==> config.mk <==
export PLATFORM = sky130hd
export DESIGN_NAME = als_sample_scheduler
export DESIGN_NICKNAME = d
export VERILOG_FILES = /design/src/rtl/als_sample_scheduler.sv
export SDC_FILE = /design/constraint.sdc
export NUM_CORES = 1
export LEC_CHECK = 0
export BUFFER_PORTS_ARGS = -buffer_cell sky130_fd_sc_hd__buf_2
export CORE_MARGIN = 5
export CORE_UTILIZATION = 53
export DETAILED_ROUTE_END_ITERATION = 8
export PLACE_DENSITY_LB_ADDON = 0.08
export SYNTH_ARGS = -nofsm -noshare
export SYNTH_HDL_FRONTEND = slang
export SYNTH_SLANG_ARGS = --single-unit
==> constraint.sdc <==
create_clock -name clk -period 2 [get_ports clk]
set_input_delay 0.3 -clock clk [delete_from_list [all_inputs] [get_ports clk]]
set_output_delay 0.3 -clock clk [all_outputs]
set_load 0.01 [all_outputs]
==> src/rtl/als_sample_scheduler.sv <==
// als_sample_scheduler
//   Schedules periodic ambient-light-sensor conversions on an external SPI
//   read engine. One spi_start pulse is issued per sample period. The
//   returned 16-bit frame is checked for framing, and the 8-bit light value
//   is extracted. 2^k samples are averaged, and each result is offered on a
//   valid/ready output.
//
// Ports
//   clk, rst            system clock, synchronous active-high reset
//   enable              run periodic sampling while high
//   avg_log2[2:0]       averaging exponent k (clamped to MAX_AVG_LOG2)
//   spi_start           one-cycle frame start pulse to the SPI engine
//   spi_busy            engine busy; a tick seen while busy is skipped
//   spi_done            one-cycle frame-complete pulse
//   spi_frame[15:0]     received frame: [15:13]=0, [12:5]=data, [4]=x, [3:0]=0
//   out_data[7:0]       averaged light value
//   out_last[7:0]       most recent valid raw sample
//   out_valid/out_ready result handshake
//   frame_err           sticky: frame failed the framing check
//   timeout_err         sticky: engine did not answer in TIMEOUT_CYCLES
//   overrun             sticky: an unaccepted result was overwritten
//   clr_err             clears the sticky flags (a same-cycle set event wins)
module als_sample_scheduler #(
  parameter int unsigned PERIOD_CYCLES  = 100000,
  parameter int unsigned TIMEOUT_CYCLES = 2048,
  parameter int unsigned MAX_AVG_LOG2   = 4
) (
  input  logic        clk,
  input  logic        rst,
  input  logic        enable,
  input  logic [2:0]  avg_log2,
  output logic        spi_start,
  input  logic        spi_busy,
  input  logic        spi_done,
  input  logic [15:0] spi_frame,
  output logic [7:0]  out_data,
  output logic [7:0]  out_last,
  output logic        out_valid,
  input  logic        out_ready,
  output logic        frame_err,
  output logic        timeout_err,
  output logic        overrun,
  input  logic        clr_err
);

  localparam int unsigned PW = $clog2(PERIOD_CYCLES);
  localparam int unsigned TW = $clog2(TIMEOUT_CYCLES + 1);
  localparam int unsigned AW = 8 + MAX_AVG_LOG2;
  localparam int unsigned CW = MAX_AVG_LOG2 + 1;

  localparam logic [PW-1:0] PCNT_LAST = PW'(PERIOD_CYCLES - 1);
  localparam logic [TW-1:0] TCNT_LAST = TW'(TIMEOUT_CYCLES - 1);
  localparam logic [2:0]    K_MAX     = 3'(MAX_AVG_LOG2);

  typedef enum logic [2:0] {
    S_IDLE,
    S_WAIT_TICK,
    S_START,
    S_WAIT_DONE,
    S_CHECK,
    S_ACCUM,
    S_PRESENT
  } state_t;

  state_t          state;
  state_t          state_next;
  state_t          ret_state;
  logic [PW-1:0]   pcnt;
  logic [TW-1:0]   tcnt;
  logic [15:0]     frame_q;
  logic [AW-1:0]   acc;
  logic [CW-1:0]   cnt;
  logic [CW-1:0]   cnt_inc;
  logic [2:0]      k_reg;
  logic [2:0]      k_in;
  logic [2:0]      k_eff;
  logic            tick;
  logic            frame_bad;
  logic [7:0]      frame_data;
  logic            frame_unused;
  logic            block_full;
  logic            timeout_evt;
  logic            frame_evt;
  logic            ovr_evt;

  assign tick         = enable && (pcnt == PCNT_LAST);
  assign frame_bad    = (|frame_q[15:13]) || (|frame_q[3:0]);
  assign frame_data   = frame_q[12:5];
  assign frame_unused = frame_q[4];

  // k is latched with the first sample of a block, so a change of avg_log2
  // mid-block only affects the next block.
  assign k_in       = (avg_log2 > K_MAX) ? K_MAX : avg_log2;
  assign k_eff      = (cnt == '0) ? k_in : k_reg;
  assign cnt_inc    = cnt + CW'(1);
  assign block_full = (cnt_inc == (CW'(1) << k_eff));

  // After any conversion finishes, drop to IDLE if sampling was disabled
  // meanwhile.
  assign ret_state = enable ? S_WAIT_TICK : S_IDLE;

  assign timeout_evt = (state == S_WAIT_DONE) && !spi_done && (tcnt == TCNT_LAST);
  assign frame_evt   = (state == S_CHECK) && frame_bad;
  assign ovr_evt     = (state == S_PRESENT) && out_valid && !out_ready;

  // Gated with rst so a pending START never leaks out during the reset cycle.
  assign spi_start = (state == S_START) && !rst;

  always_comb begin
    state_next = state;
    case (state)
      S_IDLE:      if (enable) state_next = S_WAIT_TICK;
      S_WAIT_TICK: begin
        if (!enable)                 state_next = S_IDLE;
        else if (tick && !spi_busy)  state_next = S_START;
      end
      S_START:     state_next = S_WAIT_DONE;
      S_WAIT_DONE: begin
        if (spi_done)                state_next = S_CHECK;
        else if (tcnt == TCNT_LAST)  state_next = ret_state;
      end
      S_CHECK:     state_next = frame_bad ? ret_state : S_ACCUM;
      S_ACCUM:     state_next = block_full ? S_PRESENT : ret_state;
      S_PRESENT:   state_next = ret_state;
      default:     state_next = S_IDLE;
    endcase
  end

  always_ff @(posedge clk) begin
    if (rst) begin
      state       <= S_IDLE;
      pcnt        <= '0;
      tcnt        <= '0;
      frame_q     <= '0;
      acc         <= '0;
      cnt         <= '0;
      k_reg       <= '0;
      out_data    <= '0;
      out_last    <= '0;
      out_valid   <= 1'b0;
      frame_err   <= 1'b0;
      timeout_err <= 1'b0;
      overrun     <= 1'b0;
    end else begin
      state <= state_next;

      if (!enable || (pcnt == PCNT_LAST)) pcnt <= '0;
      else                                pcnt <= pcnt + PW'(1);

      if (state == S_START)          tcnt <= '0;
      else if (state == S_WAIT_DONE) tcnt <= tcnt + TW'(1);

      if ((state == S_WAIT_DONE) && spi_done) frame_q <= spi_frame;

      if ((state == S_CHECK) && !frame_bad) out_last <= frame_data;

      case (state)
        S_IDLE: begin
          acc <= '0;
          cnt <= '0;
        end
        S_ACCUM: begin
          acc <= acc + AW'(frame_data);
          cnt <= cnt_inc;
          if (cnt == '0) k_reg <= k_in;
        end
        S_PRESENT: begin
          out_data <= 8'(acc >> k_reg);
          acc      <= '0;
          cnt      <= '0;
        end
        default: ;
      endcase

      // A new result in the same cycle as an accept keeps out_valid high.
      if (state == S_PRESENT) out_valid <= 1'b1;
      else if (out_ready)     out_valid <= 1'b0;

      frame_err   <= (frame_err   && !clr_err) || frame_evt;
      timeout_err <= (timeout_err && !clr_err) || timeout_evt;
      overrun     <= (overrun     && !clr_err) || ovr_evt;
    end
  end

endmodule

Word level (Yosys, flattened, before mapping)
Index checks and enable logic that the tools add are counted.
W data, S select, Z words.

operators by class
  reduce and logical (&&, ||, !) cells = 35
  shift operators = 2
  equality and inequality tests = 12
  mux-type cells = 15
  order comparisons = 1
  $add $sub $neg = 4

operators by type and width
  operator                 count
  $mux W3                  9
  $pmux W12 S2             1
  $pmux W3 S7              1
  $add A17 B1 Y17 const B  1
  $eq A17 B17 Y1 const B   1
  $logic_and A1 B1 Y1      13
  $add A12 B1 Y12 const B  1
  $add A12 B8 Y12          1
  $eq A12 B11 Y1 const B   1
  $shr A12 B3 Y8           1
  $pmux W5 S2              1
  $eq A3 B3 Y1 const B     3
  $logic_not A1 Y1         7
  $eq A3 B2 Y1 const B     2
  $reduce_or A2 Y1         3
  $add A5 B1 Y5 const B    1
  $eq A5 B5 Y1             1
  $logic_not A5 Y1         1
  $logic_or A1 B1 Y1       5
  $shl A1 B3 Y5 const A    1
  $reduce_bool A2 Y1       2
  $reduce_or A4 Y1         1
  $eq A3 B1 Y1 const B     1
  $gt A3 B3 Y1 const B     1
  7 further kinds          9

word-level totals
  word-level logic and storage cells = 82
  flip-flop bits (word level) = 88
  input port bits = 26
  output and inout port bits = 21

Depth between registers and ports, before layout
Gate-level depths: netlist of the first run.

  depth in word-level cells = 7
  gate-level depth with buffers = 8
  depth with buffers taken out = 8

Worst setup path after synthesis of the first run
Ideal clock, no wire load.

  path type = reg2reg
  start = reg cnt[0]
  end = reg state[1]
  library setup time = 122 ps
  period minus slack after synthesis = 2085 ps
  buffers on the path = 0
  stages on the path, launching flop included = 8
  setup slack = -85 ps
  data required time = 1878 ps
  data arrival time = 1963 ps
  cell sequence = dfxtp_1 > inv_1 > ha_1 > or4b_1 > a211o_1 > a32oi_2 > nor3_2 > o311a_1

on the way
  cells in the longest elaborated chain, start to end = 6
  elaborated cells on any way between the ends = 7
  classes of those cells = 1 x add/sub; 1 x eq/ne; 1 x shift; 3 x mux; 1 x reduce/logical

RTL lines
  element                                                                line  source
  from (decl)                                                            72    logic [CW-1:0] cnt;
  from (signal assigned)                                                 164   cnt <= cnt_inc;
  parallel branches: the longest is 3 deep, another holds $add A5 B1 Y5  --
  $eq A5 B5 Y1 *                                                         96    assign block_full = (cnt_inc == (CW'(1) << k_eff));
  $mux W3 *                                                              123   S_ACCUM: state_next = block_full ? S_PRESENT : ret_state;
  $pmux W3 S7 *                                                          111   case (state)
  to (signal assigned)                                                   145   state <= state_next;
  to (decl)                                                              65    state_t state;

Mark *: on every way between the ends.
A chain may end at the register's enable or synchronous reset.

Worst setup path in the final report of the first run
Same ends and word-level chain as after synthesis.

==> results of run 1 <==
-- through the flow --
step | hold WS [ns] | instance area (µm²) | util (%) | power [mW] | std cells
after CTS | 0.1560 | 5205 | 63.35 | 3.208 | 705
after global placement | 0.4432 | 4962 | 60.39 | 1.969 | 688
final | 0.1739 | 5311 | 64.64 | 3.172 | 709
after floorplan | 0.4302 | 4473 | - | 1.899 | 527
after detailed placement | 0.4499 | 4962 | 60.39 | 1.971 | 688
after global routing | 0.1658 | 5311 | 64.64 | 3.314 | 709
-- how the worst max path moves through the flow --
stage,start,to,slack (ns),depth (start not counted)
after floorplan,cnt[0],state[1],-0.001,8
after global routing,frame_q[6],acc[11],-0.08,7
after global placement,frame_q[6],acc[11],-0.04,7
after detailed placement,frame_q[6],acc[11],-0.08,7
after CTS,cnt[0],state[1],-0.02,7
final,cnt[0],state[1],-0.02,7
-- layout make-up --
cell class | instances | area share (%)
inverters | 18 | 1.319
multi-input cells | 396 | 49.28
well taps | 105 | 2.474
clock inverters | 6 | 1.249
repair buffers | 87 | 10.32
clock buffers | 10 | 2.403
flip-flops and latches | 87 | 32.96
-- cell families after synthesis --
group | Yosys count
xor gates and xnor gates | 33
and+or+nand+nor | 224
AOI/OAI and AO/OA | 95
DFF | 87
muxes | 31
buffers and inverters | 44
adders and majority gates | 13
-- metal layers --
layer | vias to the layer above | share of wire (%) | GRT usage (%)
li1 | 1987 | - | -
met1 | 1770 | 49 | 27.30
met2 | 93 | 44 | 32.09
met3 | 10 | 5.9 | 5.234
met4 | 0 | 1.2 | 5.521
met5 | - | 0 | 0
-- power by group through the flow --
| stage | clock (mW) | sequential (mW) | combinational (mW) |
|---|---|---|---|
| final | 1.24 | 1.76 | 0.179 |
| after global routing | 1.36 | 1.76 | 0.197 |
| after global placement | 0 | 1.80 | 0.173 |
| after floorplan | 0 | 1.78 | 0.114 |
| after detailed placement | 0 | 1.80 | 0.174 |
| after CTS | 1.28 | 1.76 | 0.175 |
-- what timing repair did --
action,in CTS,in global routing
gates resized for setup,9,14
endpoints found under the setup margin,4,8
hold endpoints to repair,0,0
buffers inserted,1,4
pin swaps,6,8
-- worst register-to-register path, cell delays in order, from the launching register on --
cell	delay (ns)
dfxtp_4	0.36
inv_4	0.05
ha_4	0.12
or4b_4	0.48
a211o_1	0.29
a32oi_2	0.24
nor3_2	0.08
o311a_1	0.29
-- layout by cell type, fill, tap and decap left out, drive strengths merged, types with 2 or more instances in the layout --
cell,n
nor4bb,2
nor3,17
xor2,15
clkbuf,10
nor2b,7
xnor2,18
nand3b,7
or2,4
nor2,77
o211ai,5
nor4,4
inv,21
and3b,2
buf,87
a32oi,2
nand2,59
a31oi,3
a21oi,42
nand4,6
mux2,4
nor4b,5
nand3,20
a22oi,9
a211oi,9
dfxtp,87
and3,4
mux4,2
ha,12
mux2i,25
o21a,2
and2,3
or3,3
o21ai,14
==> metrics.md, run 1 <==
| Metric | Value |
|---|---|
| Final worst slack | `-0.01513 ns` |
| Hold_sp | `spi_frame[3]` |
| CTS tree | `yes` |
| Hpwl dp | `7247 µm` |
| Top-count cell post-synth | `dfxtp_1` |
| Reg2Reg Setup Slack | `-0.02 ns` |
| Num CTS Buffers | `9` |
| Routed wire length | `10050 µm` |
| Compound-Gate Fraction of Synth Area | `about 14%` |
| Antenna Nets Post-Route | `0` |
| DR DRC count | `0` |
| Critical path fanouts, max | `4` |
| Chip Width | `101.7 µm` |
| Synth Area in Adders | `3.818%` |
| PortBufs | `45` |
| First-pass GRT wire length | `16770 µm` |
| #FFs+latches synth | `87` |
| Async SR Flop Fraction | `0%` |
| Net Sw Frac | `24.42%` |
| Final hold viol count | `0` |
| Worst EP arrival | `2.26 ns` |
| CP Cell Sequence | `inv_4 > ha_4 > or4b_4 > a211o_1 > a32oi_2 > nor3_2 > o311a_1` |
| Worst clock skew | `approximately 0.013 ns` |
| Die height | `101.7 µm` |
| Slew margin rel. | `between 50 and 60%` |
| Global placer's final weighted congestion | `approximately 0.85` |
| Violated checks | `negative setup slack` |
| Max-slew violations | `0` |
| Mux contribution to synthesized area | `7.720%` |
| Status | `complete, but fails checks` |
| Worst hold-check path type | `primary input to flop` |
| Lkg Pwr | `2.117 nW` |
| WHS Endpoint | `frame_q[3]` |
| Clk_lat worst skew | `0.36 ns` |
| Largest regs | `pcnt x17, frame_q x15` |
| Crit end category | `flop` |
| Hold Buf Count CTS | `0` |
| Worst Max-Slew Pin Slew | `0.6087 ns` |
| Count of cell types in the netlist | `61` |
| Grt total ovfl | `0` |
| Setup Total Neg Slack | `-0.01513 ns` |
| Antenna cells | `0` |
| Crit start category | `flop` |
| Synth Net Count | `566` |
| Fillcell total | `roughly 700` |
| CTS Sinks | `87` |
| Internal Power | `2.397 mW` |
| Pwr Density | `597.2 nW/µm²` |
| Clock-pin slew on the worst setup and hold paths | `~0.090 ns` |
| R2r endpoint | `state[1]` |
| Yosys top cell area share | `39.08%` |
| Slowest stage delay, CP | `0.48 ns` |
| Leading area contributor after synthesis | `dfxtp_1` |
| RSZ-0062 raised after global routing | `true` |
| Clock network power share | `about two fifths` |
| Synth top cells by count | `dfxtp_1 (87), nor2_1 (77), nand2_1 (58)` |
| # IOs | `47` |
| Pre-CTS setup slack | `-0.07833 ns` |
| Largest family of logic cells by synthesized area | `simple AND/OR/NAND/NOR gates` |
| Area of the multi-input gates | `between 2000 and 3000 µm²` |
| Peak supply drop | `0.3309 mV` |
| CP Buf/Inv Count | `1` |
| Avg WL per Cell | `about 14 µm` |
| Number of flip-flops in the largest register | `17` |
| Register area | `1750 µm²` |
| Share of layout cells above drive strength 1 | `22.85%` |
| Area Overhead vs Synth | `19.17%` |
| H-tree depth | `3` |
| Sw power | `774.6 µW` |
| Starting Density | `a little over half` |
| Final setup vio count | `1` |
| Post-Synthesis Cell Area | `about 4500 µm²` |
| Min cycle time layout | `slightly above 2 ns` |
| Crit path kind | `flop to flop` |
| Post-synth EDFFs | `0` |
| 1st-pass router iterations | `4` |
| Maxcap violations | `0` |
| Top FF cell, synth | `dfxtp_1` |
| CP top delay family | `compound AO/OA/AOI/OAI gates` |
| Final clock period utilization by the worst path | `100.8%` |
| Die ar. | `between 10000 and 15000 µm²` |
| Initial antenna violation count | `0` |
| Top reg by flops | `pcnt` |
| Seq/Total Area, Yosys | `39.08%` |
| Synth top area cells | `dfxtp_1 (39%), nor2_1 (6.5%), mux2i_1 (5.6%)` |
| Total GRT Usage | `20.21%` |
| WP data required | `2.25 ns` |
| Synthesized-area fraction occupied by and/or/nand/nor cells | `24.56%` |
| Drt via density | `5.444` |
| Largest net degree at the start of global routing | `26` |
| Yosys synthesis warning count | `0` |
| Critical-path top delay cell | `or4b_4` |
| Core Area | `8217 µm²` |
| Rows | `33` |
| Hold path depth | `3` |
| Via Count | `about 3900` |
| Max Clk Rate | `about 0.50 GHz` |
| Worst r2r src | `cnt[0]` |
| Number of global-route vias before repair | `3623` |
| Iteration-0 DRC count of the detailed router | `148` |
| CTS max path bufs | `2` |
| Post-synthesis xor/xnor area fraction | `between 6 and 7%` |
| Clock Tree Root | `clkbuf_8` |
| R2R cell count | `7` |
| Logic pwr share | `5.6%` |
| Syn_area_per_cell | `approximately 8.5 µm²` |
| Net count reported at finish | `638` |
| Syn Inst Count | `527` |
| Seq pwr share | `55.3%` |
Note: power is estimated with default switching activity, not from simulation.
==> run 2: changes to the inputs <==
--- a/config.mk
+++ b/config.mk
@@ -7,7 +7,7 @@
 export LEC_CHECK = 0
 export BUFFER_PORTS_ARGS = -buffer_cell sky130_fd_sc_hd__buf_2
 export CORE_MARGIN = 5
-export CORE_UTILIZATION = 53
+export CORE_UTILIZATION = 45
 export DETAILED_ROUTE_END_ITERATION = 8
 export PLACE_DENSITY_LB_ADDON = 0.08
 export SYNTH_ARGS = -nofsm -noshare
==> run 2 against run 1 <==
The run still ends with negative setup slack left. Die area rose by 16%. Global-route usage fell by 2.3 points. Fmax is 0.57% lower. Via count is 0.93% lower. Core utilization decreased by 9.9 points. Wire length grew 0.20%. First-iteration DRC count down 13%. Critical endpoint unchanged. Highest routed layer unchanged.
==> metrics.md, run 2 (synthesis results as in run 1) <==
| Metric | Value |
|---|---|
| Critical path fanouts, max | `4` |
| RSZ-0062 raised after global routing | `true` |
| Hold Buf Count CTS | `0` |
| Crit path kind | `flop to flop` |
| Reg2Reg Setup Slack | `-0.03 ns` |
| R2R cell count | `8` |
| CTS max path bufs | `2` |
| Rows | `36` |
| Clock Tree Root | `clkbuf_8` |
| Max-slew violations | `0` |
| Grt total ovfl | `0` |
| H-tree depth | `3` |
| Most common cell after layout, fill and taps aside | `dfxtp_1` |
| Die height | `109.5 µm` |
| DR DRC count | `0` |
| Lkg Pwr | `2.124 nW` |
| Largest regs | `pcnt x17, frame_q x15` |
| Antenna cells | `0` |
| WHS Endpoint | `frame_q[12]` |
| Via Count | `3824` |
| Top reg by flops | `pcnt` |
| Final hold viol count | `0` |
| Worst EP arrival | `about 2.3 ns` |
| Routed wire length | `between 10000 and 15000 µm` |
| Hold path depth | `3` |
| Final clock period utilization by the worst path | `101.3%` |
| Antenna Nets Post-Route | `0` |
| Most frequent cells in the layout | `dfxtp_1 (83), nor2_1 (77), nand2_1 (58)` |
| 1st-pass router iterations | `5` |
| Core Area | `9729 µm²` |
| Die ar. | `11990 µm²` |
| Chip Width | `109.5 µm` |
| Clock-pin slew on the worst setup and hold paths | `0.09 ns` |
| Number of global-route vias before repair | `3657` |
| Share of layout cells above drive strength 1 | `between 20% and 30%` |
| Worst Max-Slew Pin Slew | `0.5719 ns` |
| Peak supply drop | `0.3676 mV` |
| Crit end category | `flop` |
| Min cycle time layout | `2.027 ns` |
| Max Clk Rate | `0.4934 GHz` |
| Pwr Density | `617.1 nW/µm²` |
| Num CTS Buffers | `9` |
| Global placer's final weighted congestion | `0.8225` |
| Worst r2r src | `cnt[0]` |
| Net count reported at finish | `640` |
| # IOs | `47` |
| Setup Total Neg Slack | `-0.02670 ns` |
| Number of flip-flops in the largest register | `17` |
| Starting Density | `45.81%` |
| Clk_lat worst skew | `0.36 ns` |
| Total GRT Usage | `between 10% and 20%` |
| R2r endpoint | `state[1]` |
| Violated checks | `negative setup slack` |
| Initial antenna violation count | `0` |
| PortBufs | `between 40 and 50` |
| PnR Total Power | `3.284 mW` |
| Maxcap violations | `0` |
| Status | `complete, but fails checks` |
| Hpwl dp | `7506 µm` |
| Area Overhead vs Synth | `19.40%` |
| Slew margin rel. | `61.78%` |
| CTS tree | `yes` |
| First-pass GRT wire length | `17080 µm` |
| Final setup vio count | `1` |
| Avg WL per Cell | `13.62 µm` |
| Worst clock skew | `0.01143 ns` |
| Crit start category | `flop` |
| Iteration-0 DRC count of the detailed router | `between 100 and 150` |
| Worst hold-check path type | `primary input to flop` |
| Hold_sp | `spi_frame[12]` |
| Final worst slack | `-0.02670 ns` |
| WP data required | `~2.3 ns` |
| CTS Sinks | `87` |
| Drt via density | `around 5.2` |
| Largest net degree at the start of global routing | `27` |
run 2: what timing repair did:
item	4_1_cts	5_1_grt
pin swaps	7	3
resized for setup	8	6
hold endpoints to repair	0	0
setup endpoints to repair	4	7
buffers inserted	1	0
run 2: stage by stage:
step	cell area [µm²]	std cells	setup slack, ns	utilization, %	hold WS (ns)
after detailed placement	5042	722	-0.06583	51.83	0.4496
after CTS	5294	739	-0.01977	54.41	0.1513
after global placement	5042	722	-0.07658	51.83	0.4438
after floorplan	4473	527	-0.001078	-	0.4302
final	5321	739	-0.02670	54.69	0.1662
after global routing	5321	739	-0.1176	54.69	0.1548
run 2: routing by layer:
metal / GRT usage [%] / part of all wire, % / vias to the layer above
met3: 4.815 / 4.6 / 8
met4: 5.165 / 0.94 / 0
li1: - / - / 1984
met1: 24.70 / 51 / 1764
met2: 27.64 / 43 / 68
met5: 0 / 0 / -
run 2: how the worst max path moves through the flow:
stage,to,cells past startpoint,from,slack (ns)
global route,state[1],7,cnt[0],-0.12
detailed placement,acc[11],7,frame_q[6],-0.07
floorplan,state[1],8,cnt[0],-0.001
global placement,acc[10],8,frame_q[5],-0.08
CTS,state[1],8,cnt[0],-0.02
finish,state[1],8,cnt[0],-0.03
run 2: worst max-delay path: stages (launching register included):
cell	delay [ns]
dfxtp_4	0.35
inv_2	0.06
ha_4	0.12
or4b_4	0.49
mux2i_2	0.22
o32ai_2	0.10
a32oi_2	0.21
nor3_2	0.08
o311a_1	0.28
run 2: area by class of cell:
type	instances	area, µm²
tap	133	166.4
clock buffer	11	131.4
fill	934	4408
timing repair buffer	89	559.3
multi-input combinational	396	2566
clock inverter	5	81.33
inverter	18	67.56
sequential	87	1749
run 2: where the power goes:
part	switching (mW)	internal (mW)	leakage, nW
clock	0.640	0.708	0.104
combinational	0.104	0.0757	1.32
sequential	0.0176	1.74	0.704
